===== config.mk =====
export PLATFORM = sky130hd
export DESIGN_NAME = prog_loader_flat
export DESIGN_NICKNAME = d
export VERILOG_FILES = /design/src/rtl/prog_loader_if.sv /design/src/rtl/prog_loader.sv /design/src/flat_wrapper.sv
export SDC_FILE = /design/constraint.sdc
export NUM_CORES = 1
export LEC_CHECK = 0
export CAP_MARGIN = 20
export CORE_MARGIN = 3
export CORE_UTILIZATION = 52
export CTS_BUF_LIST = sky130_fd_sc_hd__clkbuf_2 sky130_fd_sc_hd__clkbuf_4 sky130_fd_sc_hd__clkbuf_8
export DETAILED_ROUTE_END_ITERATION = 6
export GPL_TIMING_DRIVEN = 0
export PLACE_DENSITY_LB_ADDON = 0.2
export SYNTH_ARGS = -nofsm -noshare
export SYNTH_HDL_FRONTEND = slang
export SYNTH_SLANG_ARGS = --single-unit

===== constraint.sdc =====
create_clock -name clk -period 3.7 [get_ports clk]
set_input_delay 0.74 -clock clk [delete_from_list [all_inputs] [get_ports clk]]
set_output_delay 0.74 -clock clk [all_outputs]
set_load 0.02 [all_outputs]

===== src/rtl/prog_loader_if.sv =====
// Control, byte-stream and memory-write signals of the program loader.
// The loader sits on the slave side of this bundle.
interface prog_loader_if #(
    parameter int DATA_WIDTH = 32,
    parameter int ADDR_WIDTH = 10
);
    logic                  start;
    logic [ADDR_WIDTH:0]   len;
    logic                  stop;
    logic                  s_valid;
    logic [7:0]            s_data;
    logic                  s_ready;
    logic                  mem_we;
    logic [ADDR_WIDTH-1:0] mem_addr;
    logic [DATA_WIDTH-1:0] mem_wdata;
    logic                  cpu_rst;
    logic                  busy;
    logic                  done;
    logic                  err;
    logic [31:0]           cycles;

    modport master (
        output start, len, stop, s_valid, s_data,
        input  s_ready, mem_we, mem_addr, mem_wdata,
        input  cpu_rst, busy, done, err, cycles
    );

    modport slave (
        input  start, len, stop, s_valid, s_data,
        output s_ready, mem_we, mem_addr, mem_wdata,
        output cpu_rst, busy, done, err, cycles
    );
endinterface


===== src/rtl/prog_loader.sv =====
// Boot loader: packs a byte stream into memory words from address 0,
// then holds the CPU in reset for a settle time and runs it.
module prog_loader #(
    parameter int DATA_WIDTH = 32,
    parameter int ADDR_WIDTH = 10,
    parameter int BIG_ENDIAN = 1,
    parameter int RESET_HOLD = 10,
    parameter int RUN_CYCLES = 100
) (
    input logic         clk,
    input logic         rst,
    prog_loader_if.slave bus
);
    localparam int BPW = DATA_WIDTH / 8;
    localparam int BW  = (BPW > 1) ? $clog2(BPW) : 1;
    localparam logic [ADDR_WIDTH:0] MAX_LEN = {1'b1, {ADDR_WIDTH{1'b0}}};

    typedef enum logic [2:0] {
        IDLE,
        LOAD,
        HOLD,
        RUN,
        DONE
    } state_e;

    state_e                state_q, state_d;
    logic [ADDR_WIDTH:0]   len_q, len_d;
    logic [ADDR_WIDTH:0]   widx_q, widx_d;
    logic [BW-1:0]         bcnt_q, bcnt_d;
    logic [DATA_WIDTH-1:0] shreg_q, shreg_d;
    logic [31:0]           hold_q, hold_d;
    logic                  mem_we_q, mem_we_d;
    logic [ADDR_WIDTH-1:0] mem_addr_q, mem_addr_d;
    logic [DATA_WIDTH-1:0] mem_wdata_q, mem_wdata_d;
    logic                  cpu_rst_q, cpu_rst_d;
    logic                  err_q, err_d;
    logic [31:0]           cycles_q, cycles_d;

    logic                  len_ok;
    logic [DATA_WIDTH-1:0] word;

    always_comb begin
        len_ok = (bus.len != '0) && (bus.len <= MAX_LEN);
        // Shift the new byte in at the end that ends up holding the last byte
        if (BIG_ENDIAN != 0)
            word = (shreg_q << 8) | DATA_WIDTH'(bus.s_data);
        else
            word = (shreg_q >> 8) | (DATA_WIDTH'(bus.s_data) << (DATA_WIDTH - 8));
    end

    always_comb begin
        state_d     = state_q;
        len_d       = len_q;
        widx_d      = widx_q;
        bcnt_d      = bcnt_q;
        shreg_d     = shreg_q;
        hold_d      = hold_q;
        mem_we_d    = 1'b0;
        mem_addr_d  = mem_addr_q;
        mem_wdata_d = mem_wdata_q;
        err_d       = err_q;
        cycles_d    = cycles_q;

        unique case (state_q)
            IDLE, DONE: begin
                if (bus.start) begin
                    if (len_ok) begin
                        state_d  = LOAD;
                        len_d    = bus.len;
                        widx_d   = '0;
                        bcnt_d   = '0;
                        err_d    = 1'b0;
                        cycles_d = '0;
                    end else begin
                        err_d = 1'b1;
                    end
                end
            end
            LOAD: begin
                if (bus.s_valid) begin
                    shreg_d = word;
                    if (bcnt_q == BW'(BPW - 1)) begin
                        mem_we_d    = 1'b1;
                        mem_addr_d  = widx_q[ADDR_WIDTH-1:0];
                        mem_wdata_d = word;
                        widx_d      = widx_q + (ADDR_WIDTH + 1)'(1);
                        bcnt_d      = '0;
                        if (widx_q == len_q - (ADDR_WIDTH + 1)'(1)) begin
                            state_d = HOLD;
                            hold_d  = 32'(RESET_HOLD);
                        end
                    end else begin
                        bcnt_d = bcnt_q + BW'(1);
                    end
                end
            end
            HOLD: begin
                hold_d = hold_q - 32'd1;
                if (hold_q <= 32'd1)
                    state_d = RUN;
            end
            RUN: begin
                if (cycles_q != '1)
                    cycles_d = cycles_q + 32'd1;
                if (bus.stop ||
                    (RUN_CYCLES != 0 && cycles_q == 32'(RUN_CYCLES - 1)))
                    state_d = DONE;
            end
            default: state_d = IDLE;
        endcase

        cpu_rst_d = (state_d != RUN);
    end

    always_ff @(posedge clk or negedge rst) begin
        if (!rst) begin
            state_q     <= IDLE;
            len_q       <= '0;
            widx_q      <= '0;
            bcnt_q      <= '0;
            shreg_q     <= '0;
            hold_q      <= '0;
            mem_we_q    <= 1'b0;
            mem_addr_q  <= '0;
            mem_wdata_q <= '0;
            cpu_rst_q   <= 1'b1;
            err_q       <= 1'b0;
            cycles_q    <= '0;
        end else begin
            state_q     <= state_d;
            len_q       <= len_d;
            widx_q      <= widx_d;
            bcnt_q      <= bcnt_d;
            shreg_q     <= shreg_d;
            hold_q      <= hold_d;
            mem_we_q    <= mem_we_d;
            mem_addr_q  <= mem_addr_d;
            mem_wdata_q <= mem_wdata_d;
            cpu_rst_q   <= cpu_rst_d;
            err_q       <= err_d;
            cycles_q    <= cycles_d;
        end
    end

    assign bus.s_ready   = (state_q == LOAD);
    assign bus.busy      = (state_q == LOAD) || (state_q == HOLD) || (state_q == RUN);
    assign bus.done      = (state_q == DONE);
    assign bus.mem_we    = mem_we_q;
    assign bus.mem_addr  = mem_addr_q;
    assign bus.mem_wdata = mem_wdata_q;
    assign bus.cpu_rst   = cpu_rst_q;
    assign bus.err       = err_q;
    assign bus.cycles    = cycles_q;
endmodule


===== src/flat_wrapper.sv =====
// flat-port wrapper written by rule: the top's interface ports become plain ports
module prog_loader_flat 
#(
    parameter int DATA_WIDTH = 32,
    parameter int ADDR_WIDTH = 10,
    parameter int BIG_ENDIAN = 1,
    parameter int RESET_HOLD = 10,
    parameter int RUN_CYCLES = 100
)
  (clk, rst, bus_start, bus_len, bus_stop, bus_s_valid, bus_s_data, bus_s_ready, bus_mem_we, bus_mem_addr, bus_mem_wdata, bus_cpu_rst, bus_busy, bus_done, bus_err, bus_cycles);
  prog_loader_if #(.DATA_WIDTH(DATA_WIDTH), .ADDR_WIDTH(ADDR_WIDTH)) bus_i ();
  input logic clk;
  input logic rst;
  input wire logic [$bits(bus_i.start)-1:0] bus_start;
  input wire logic [$bits(bus_i.len)-1:0] bus_len;
  input wire logic [$bits(bus_i.stop)-1:0] bus_stop;
  input wire logic [$bits(bus_i.s_valid)-1:0] bus_s_valid;
  input wire logic [$bits(bus_i.s_data)-1:0] bus_s_data;
  output wire logic [$bits(bus_i.s_ready)-1:0] bus_s_ready;
  output wire logic [$bits(bus_i.mem_we)-1:0] bus_mem_we;
  output wire logic [$bits(bus_i.mem_addr)-1:0] bus_mem_addr;
  output wire logic [$bits(bus_i.mem_wdata)-1:0] bus_mem_wdata;
  output wire logic [$bits(bus_i.cpu_rst)-1:0] bus_cpu_rst;
  output wire logic [$bits(bus_i.busy)-1:0] bus_busy;
  output wire logic [$bits(bus_i.done)-1:0] bus_done;
  output wire logic [$bits(bus_i.err)-1:0] bus_err;
  output wire logic [$bits(bus_i.cycles)-1:0] bus_cycles;
  assign bus_i.start = bus_start;
  assign bus_i.len = bus_len;
  assign bus_i.stop = bus_stop;
  assign bus_i.s_valid = bus_s_valid;
  assign bus_i.s_data = bus_s_data;
  assign bus_s_ready = bus_i.s_ready;
  assign bus_mem_we = bus_i.mem_we;
  assign bus_mem_addr = bus_i.mem_addr;
  assign bus_mem_wdata = bus_i.mem_wdata;
  assign bus_cpu_rst = bus_i.cpu_rst;
  assign bus_busy = bus_i.busy;
  assign bus_done = bus_i.done;
  assign bus_err = bus_i.err;
  assign bus_cycles = bus_i.cycles;
  prog_loader #(.DATA_WIDTH(DATA_WIDTH), .ADDR_WIDTH(ADDR_WIDTH), .BIG_ENDIAN(BIG_ENDIAN), .RESET_HOLD(RESET_HOLD), .RUN_CYCLES(RUN_CYCLES)) u_core (.clk(clk), .rst(rst), .bus(bus_i));
endmodule

# ---- After elaboration in Yosys (flattened, before gate mapping)
# Cells that the tools add are included.
dict set report classes {
  addsub 5
  mux 30
  n_reduce_logical 18
  bitwise 1
  n_eq_ne 15
  magnitude_cmp 2
}
# op count
set op_table {}
lappend op_table {{$mux W32} 6}
lappend op_table {{$pmux W32 S2} 2}
lappend op_table {{$mux W11} 4}
lappend op_table {{$add A32 B1 Y32 const B} 1}
lappend op_table {{$eq A32 B7 Y1 const B} 1}
lappend op_table {{$le A32 B1 Y1 const B} 1}
lappend op_table {{$ne A32 B32 Y1 const B} 1}
lappend op_table {{$or A32 B8 Y32} 1}
lappend op_table {{$sub A32 B1 Y32 const B} 1}
lappend op_table {{$pmux W11 S2} 1}
lappend op_table {{$mux W3} 7}
lappend op_table {{$pmux W3 S4} 1}
lappend op_table {{$reduce_and A4 Y1} 3}
lappend op_table {{$add A11 B1 Y11 const B} 1}
lappend op_table {{$eq A11 B11 Y1} 1}
lappend op_table {{$le A11 B11 Y1 const B} 1}
lappend op_table {{$reduce_bool A11 Y1} 1}
lappend op_table {{$sub A11 B1 Y11 const B} 1}
lappend op_table {{$mux W2} 4}
lappend op_table {{$ne A2 B1 Y1 const B} 4}
lappend op_table {{$eq A3 B2 Y1 const B} 2}
lappend op_table {{$reduce_and A3 Y1} 2}
lappend op_table {{$reduce_bool A2 Y1} 3}
lappend op_table {{$reduce_and A5 Y1} 1}
lappend op_table {{other kinds (13)} 20}
dict set report totals {
  out_inout_bits 80
  inputBits 24
  wordCells 83
  register_bits 160
}

# ---- Depth between registers and ports, before layout
dict set report logic_depth {
  ltp_word 7
  depth_mapped 9
  mapped_depth_nobuf 8
}

# ---- Worst setup path after synthesis
# OpenSTA, ideal clock, no wires.
dict set report synth_path {
  kind {flip-flop to flip-flop}
  start {register u_core.len_q[3]}
  end {register u_core.hold_q[0]}
  arrival_ns 2.608
  path_slack_ns 0.975
  synth_period_minus_slack_ns 2.725
  path_buffers 2
  path_stages_with_launch 9
  setup_ns 0.118
  required_time_ns 3.582
  cell_sequence {dfrtp_1 > or4_1 > buf_2 > nor4b_4 > xnor2_1 > or4_4 > nor4_4 > buf_6 > o21ai_2}
}
dict set report synth_between {
  elab_chain_cells 4
}
# element line_no
set synth_rtl {}
lappend synth_rtl {{start, declared} prog_loader.sv:27} ;# logic [ADDR_WIDTH:0] len_q, len_d;
lappend synth_rtl {{start signal, assigned} prog_loader.sv:131} ;# len_q <= len_d;
lappend synth_rtl {{$sub A11 B1 Y11} prog_loader.sv:88} ;# if (widx_q == len_q - (ADDR_WIDTH + 1)'(1)) begin
lappend synth_rtl {{$eq A11 B11 Y1} prog_loader.sv:88}
lappend synth_rtl {{$ne A2 B1 Y1 (no source line)} -}
lappend synth_rtl {{$reduce_and A4 Y1 (no source line)} -}
lappend synth_rtl {{end signal, assigned} prog_loader.sv:135} ;# hold_q <= hold_d;
lappend synth_rtl {{end, declared} prog_loader.sv:31} ;# logic [31:0] hold_q, hold_d;
# No other way between the ends.
# A chain may end at the register's enable or synchronous reset.

# ---- Worst setup path after layout
dict set report layout_path {
  start {input bus_len[1]}
  end {register u_core.cycles_q[21] (netlist: u_core.bus.cycles[21])}
}
dict set report layout_between {
  elab_chain_cells 4
  elab_cells_between_ends 5
  classes_between {order compare (1); eq/ne (1); reduce/logical (3)}
}
# element line_no
set layout_rtl {}
lappend layout_rtl {{start, declared} flat_wrapper.sv:15} ;# input wire logic [$bits(bus_i.len)-1:0] bus_len;
lappend layout_rtl {{$le A11 B11 Y1 or $reduce_bool A11 Y1 (tied branches)} prog_loader.sv:43} ;# len_ok = (bus.len != '0) && (bus.len <= MAX_LEN);
lappend layout_rtl {{$logic_and A1 B1 Y1 *} prog_loader.sv:43}
lappend layout_rtl {{$ne A2 B1 Y1 (no source line) *} -}
lappend layout_rtl {{$reduce_and A4 Y1 (no source line) *} -}
lappend layout_rtl {{end signal, assigned} prog_loader.sv:141} ;# cycles_q <= cycles_d;
lappend layout_rtl {{end, declared} prog_loader.sv:37} ;# logic [31:0] cycles_q, cycles_d;
# Every way passes the cells marked *; elsewhere a longest branch is shown, timed or not.

==> impl_metrics.env <==
export IMPL_numCtsBuffers=17
export IMPL_hold_class="in -> async"
export IMPL_cp_cell_sequence="clkdlybuf4s50_1 > nor4_1 > and3_1 > clkbuf_1 > o221a_2 > clkbuf_1 > buf_1 > nand3_1 > xor2_1 > nor2_1"
export IMPL_cts_hold_buf=0
export IMPL_first_iter_violations=479
export IMPL_finalSetupViolCount=0
export IMPL_status="finished, final reports clean"
export IMPL_slowest_delay_ns=0.57
export IMPL_grt_ovfl_total=0
export IMPL_synthCells=854
export IMPL_criticalPathCategory="in -> reg"
export IMPL_layout_commonest_cell="nand2_1"
export IMPL_drt_pass1_iter_count=5
export IMPL_yosysWarnings=0
export IMPL_synth_edf_count=0
export IMPL_powerDensity_mw_per_mm2=488
export IMPL_wire_per_inst_um=15.4
export IMPL_async_reset_ff_share_pct=100
export IMPL_clock_sinks=160
export IMPL_synth_seq_cells=160
export IMPL_num_antenna_cells=0
export IMPL_clkTransAtPathRegs_ns=0.09
export IMPL_drc_errors=0
export IMPL_cp_depth=10
export IMPL_die_h_um=127
export IMPL_ir_worst_vdd_mv=0.535
export IMPL_synthFlopType="dfrtp_1"
export IMPL_drt_wl_total_mm=18.0
export IMPL_crit_fanout=10
export IMPL_io_buffers=103
export IMPL_htree_levels=4
export IMPL_slew_headroom_pct=43.5
export IMPL_place_gp_congestion=0.854
export IMPL_synth_avg_cell_area_um2=8.93
export IMPL_grt_use_total_pct=23.6
export IMPL_clock_latency_ns=0.48
export IMPL_layout_worst_path_cycle_share_pct=87.0
export IMPL_timing_hold_ws_ns=0.182
export IMPL_post_cts_resized=0
export IMPL_finalHoldViolCount=0
export IMPL_syn_cell_area_mm2=0.00763
export IMPL_hpwl_mm=12.8
export IMPL_rsz0062_at_grt="false"
export IMPL_slew_violations=0
export IMPL_final_cell_mix="nand2_1 (265), dfrtp_1 (159), clkdlybuf4s50_1 (102)"
export IMPL_required_ns=4.05
export IMPL_endpoint_kind="flip-flop"
export IMPL_dieArea_mm2=0.0162
export IMPL_grt_max_degree=96
export IMPL_finalNetCount=1008
export IMPL_drive_gt1_share_pct=5.15
export IMPL_critPathSlowestCell="nor4_1"
export IMPL_max_cap_violations=0
export IMPL_num_vias=6312
export IMPL_io_pins=104
export IMPL_vias_per_cell=5.39
export IMPL_critPathMostFrequentCell="clkbuf_1"
export IMPL_area_growth_pct=22.2
export IMPL_die_w_um=127
export IMPL_clock_path_buffers=2
export IMPL_finish_utilization_pct=66.1
export IMPL_leakagePower_nw=4.06
export IMPL_start_util_pct=54.1
export IMPL_setup_ws_ns=0.480
export IMPL_seq_area_frac_synth_pct=52.5
export IMPL_rows=43
export IMPL_r2r_cells=8
export IMPL_ant_nets=0
export IMPL_grt_pass1_vias=6113
export IMPL_tightest_slew_ns=0.840
export IMPL_cts_setup_buffers=0
export IMPL_cts_root_buf="clkbuf_8"
export IMPL_cts_tree="built"
export IMPL_ys_types=52
export IMPL_syn_nets=884
export IMPL_max_clock_freq_ghz=0.311
export IMPL_grt_antenna_before_repair=0
export IMPL_critPathLaunchType="input pin"
export IMPL_grt_first_pass_wirelength_mm=30.6
export IMPL_critPathBufInv=4
export IMPL_dp_worst_setup_slack_ns=-0.00673
export IMPL_final_setup_skew_ns=0.0181
export IMPL_crit_family="buffers and inverters"
export IMPL_period_minus_slack_ns=3.22
export IMPL_core_mm2=0.0141
export IMPL_cp_arrival_ns=3.57
[report_power, final]
part	total (mW)	switching [mW]	leakage (nW)	internal, mW
Clock	1.31	0.718	0.198	0.591
Combinational	1.09	0.612	1.92	0.477
Sequential	2.15	0.158	1.94	1.99
[worst reg2reg max path, delay by kind of cell, from the launching register on]
kind            cells  cell delay (ns)
simple gates        4             1.88
flops               1             0.47
buf+inv             2             0.40
xor+xnor            1             0.11
compound gates      1             0.07
[cells in the mapped netlist, types with 2 or more instances]
cell type | count | area [um^2]
nor4_1 | 23 | 144
nor2b_1 | 2 | 12.5
a21oi_1 | 7 | 35.0
dfrtp_1 | 159 | 3980
nand3_1 | 38 | 190
ha_1 | 6 | 75.1
or3_1 | 8 | 50.1
nand2b_1 | 2 | 12.5
nand2_1 | 265 | 995
clkbuf_1 | 26 | 97.6
buf_6 | 4 | 45.0
nor3_1 | 19 | 95.1
a2bb2oi_1 | 2 | 17.5
o211ai_1 | 4 | 30.0
o21ai_0 | 18 | 90.1
o21a_1 | 3 | 22.5
nand4b_1 | 3 | 26.3
and2_1 | 7 | 43.8
nand4_1 | 23 | 144
and3_1 | 11 | 68.8
nor2_1 | 89 | 334
xor2_1 | 42 | 368
or4_1 | 5 | 37.5
nor4b_1 | 2 | 17.5
buf_1 | 4 | 15.0
nand3b_1 | 5 | 37.5
inv_1 | 12 | 45.0
nor3b_1 | 6 | 45.0
mux2i_1 | 3 | 30.0
xnor2_1 | 29 | 254
and4_1 | 4 | 35.0
or2_2 | 3 | 18.8
[cell families after synthesis]
family / Yosys count / share of synthesized area [%]
AND/OR/NAND/NOR: 522 / 31.4
flip-flops: 160 / 52.5
XOR/XNOR: 71 / 8.15
buffers and inverters: 48 / 2.79
AO/OA/AOI/OAI: 44 / 3.77
adder cells (fa/ha/maj): 6 / 0.984
multiplexers: 3 / 0.394
[final timing paths]
path | from | endpoint | slack (ns)
max in group asynchronous | rst | u_core.bus.err$_DFFE_PN0P_ | 2.68
hold / removal | rst | u_core.hold_q[23]$_DFFE_PN0P_ | 0.18
setup reg to reg | u_core.len_q[3]$_DFFE_PN0P_ | u_core.hold_q[0]$_DFFE_PN0P_ | 0.69
setup / recovery | bus_len[1] | u_core.bus.cycles[21]$_DFFE_PN0P_ | 0.48
min in group clk | u_core.bus.mem_wdata[22]$_DFFE_PN0P_ | u_core.bus.mem_wdata[22]$_DFFE_PN0P_ | 0.48
hold reg to reg | u_core.bus.mem_wdata[22]$_DFFE_PN0P_ | u_core.bus.mem_wdata[22]$_DFFE_PN0P_ | 0.48
[per-layer routing]
| metal | GRT usage [%] | share of wire (%) |
|---|---|---|
| met2 | 36.7 | 46 |
| met3 | 6.65 | 6.7 |
| met4 | 7.89 | 1.8 |
| met5 | 0 | 0 |
| met1 | 32.3 | 45 |
[registers in the layout, summed over array words and instances (netlist names)]
register	count
u_core.bus.mem_wdata	32
u_core.bus.err	1
u_core.hold_q	32
u_core.bcnt_q	2
u_core.len_q	11
u_core.bus.cpu_rst	1
u_core.shreg_q	24
u_core.widx_q	11
u_core.bus.mem_addr	10
u_core.bus.mem_we	1
u_core.bus.cycles	32
u_core.state_q	3
[area by class of cell]
cell class              count  area, um^2
plain buffers              36         168
clock buffers              19         262
clock inverters            13         140
fillers                  1205        4770
inverters                  12        45.0
multi-input cells         646        3410
flip-flops and latches    160        4010
well taps                 180         225
repair buffers            105        1070
[per-stage QoR]
stage / instance area, um^2 / instances / power, mW / setup TNS, ns
detailed placement: 8910 / 1138 / 3.28 / -0.00914
CTS: 9320 / 1170 / 4.59 / 0
finish: 9320 / 1171 / 4.55 / 0
global route: 9320 / 1171 / 4.80 / 0
floorplan: 7630 / 854 / 2.71 / 0
global placement: 8880 / 1137 / 3.25 / -734.59
Power figures use the tool's default switching activity.
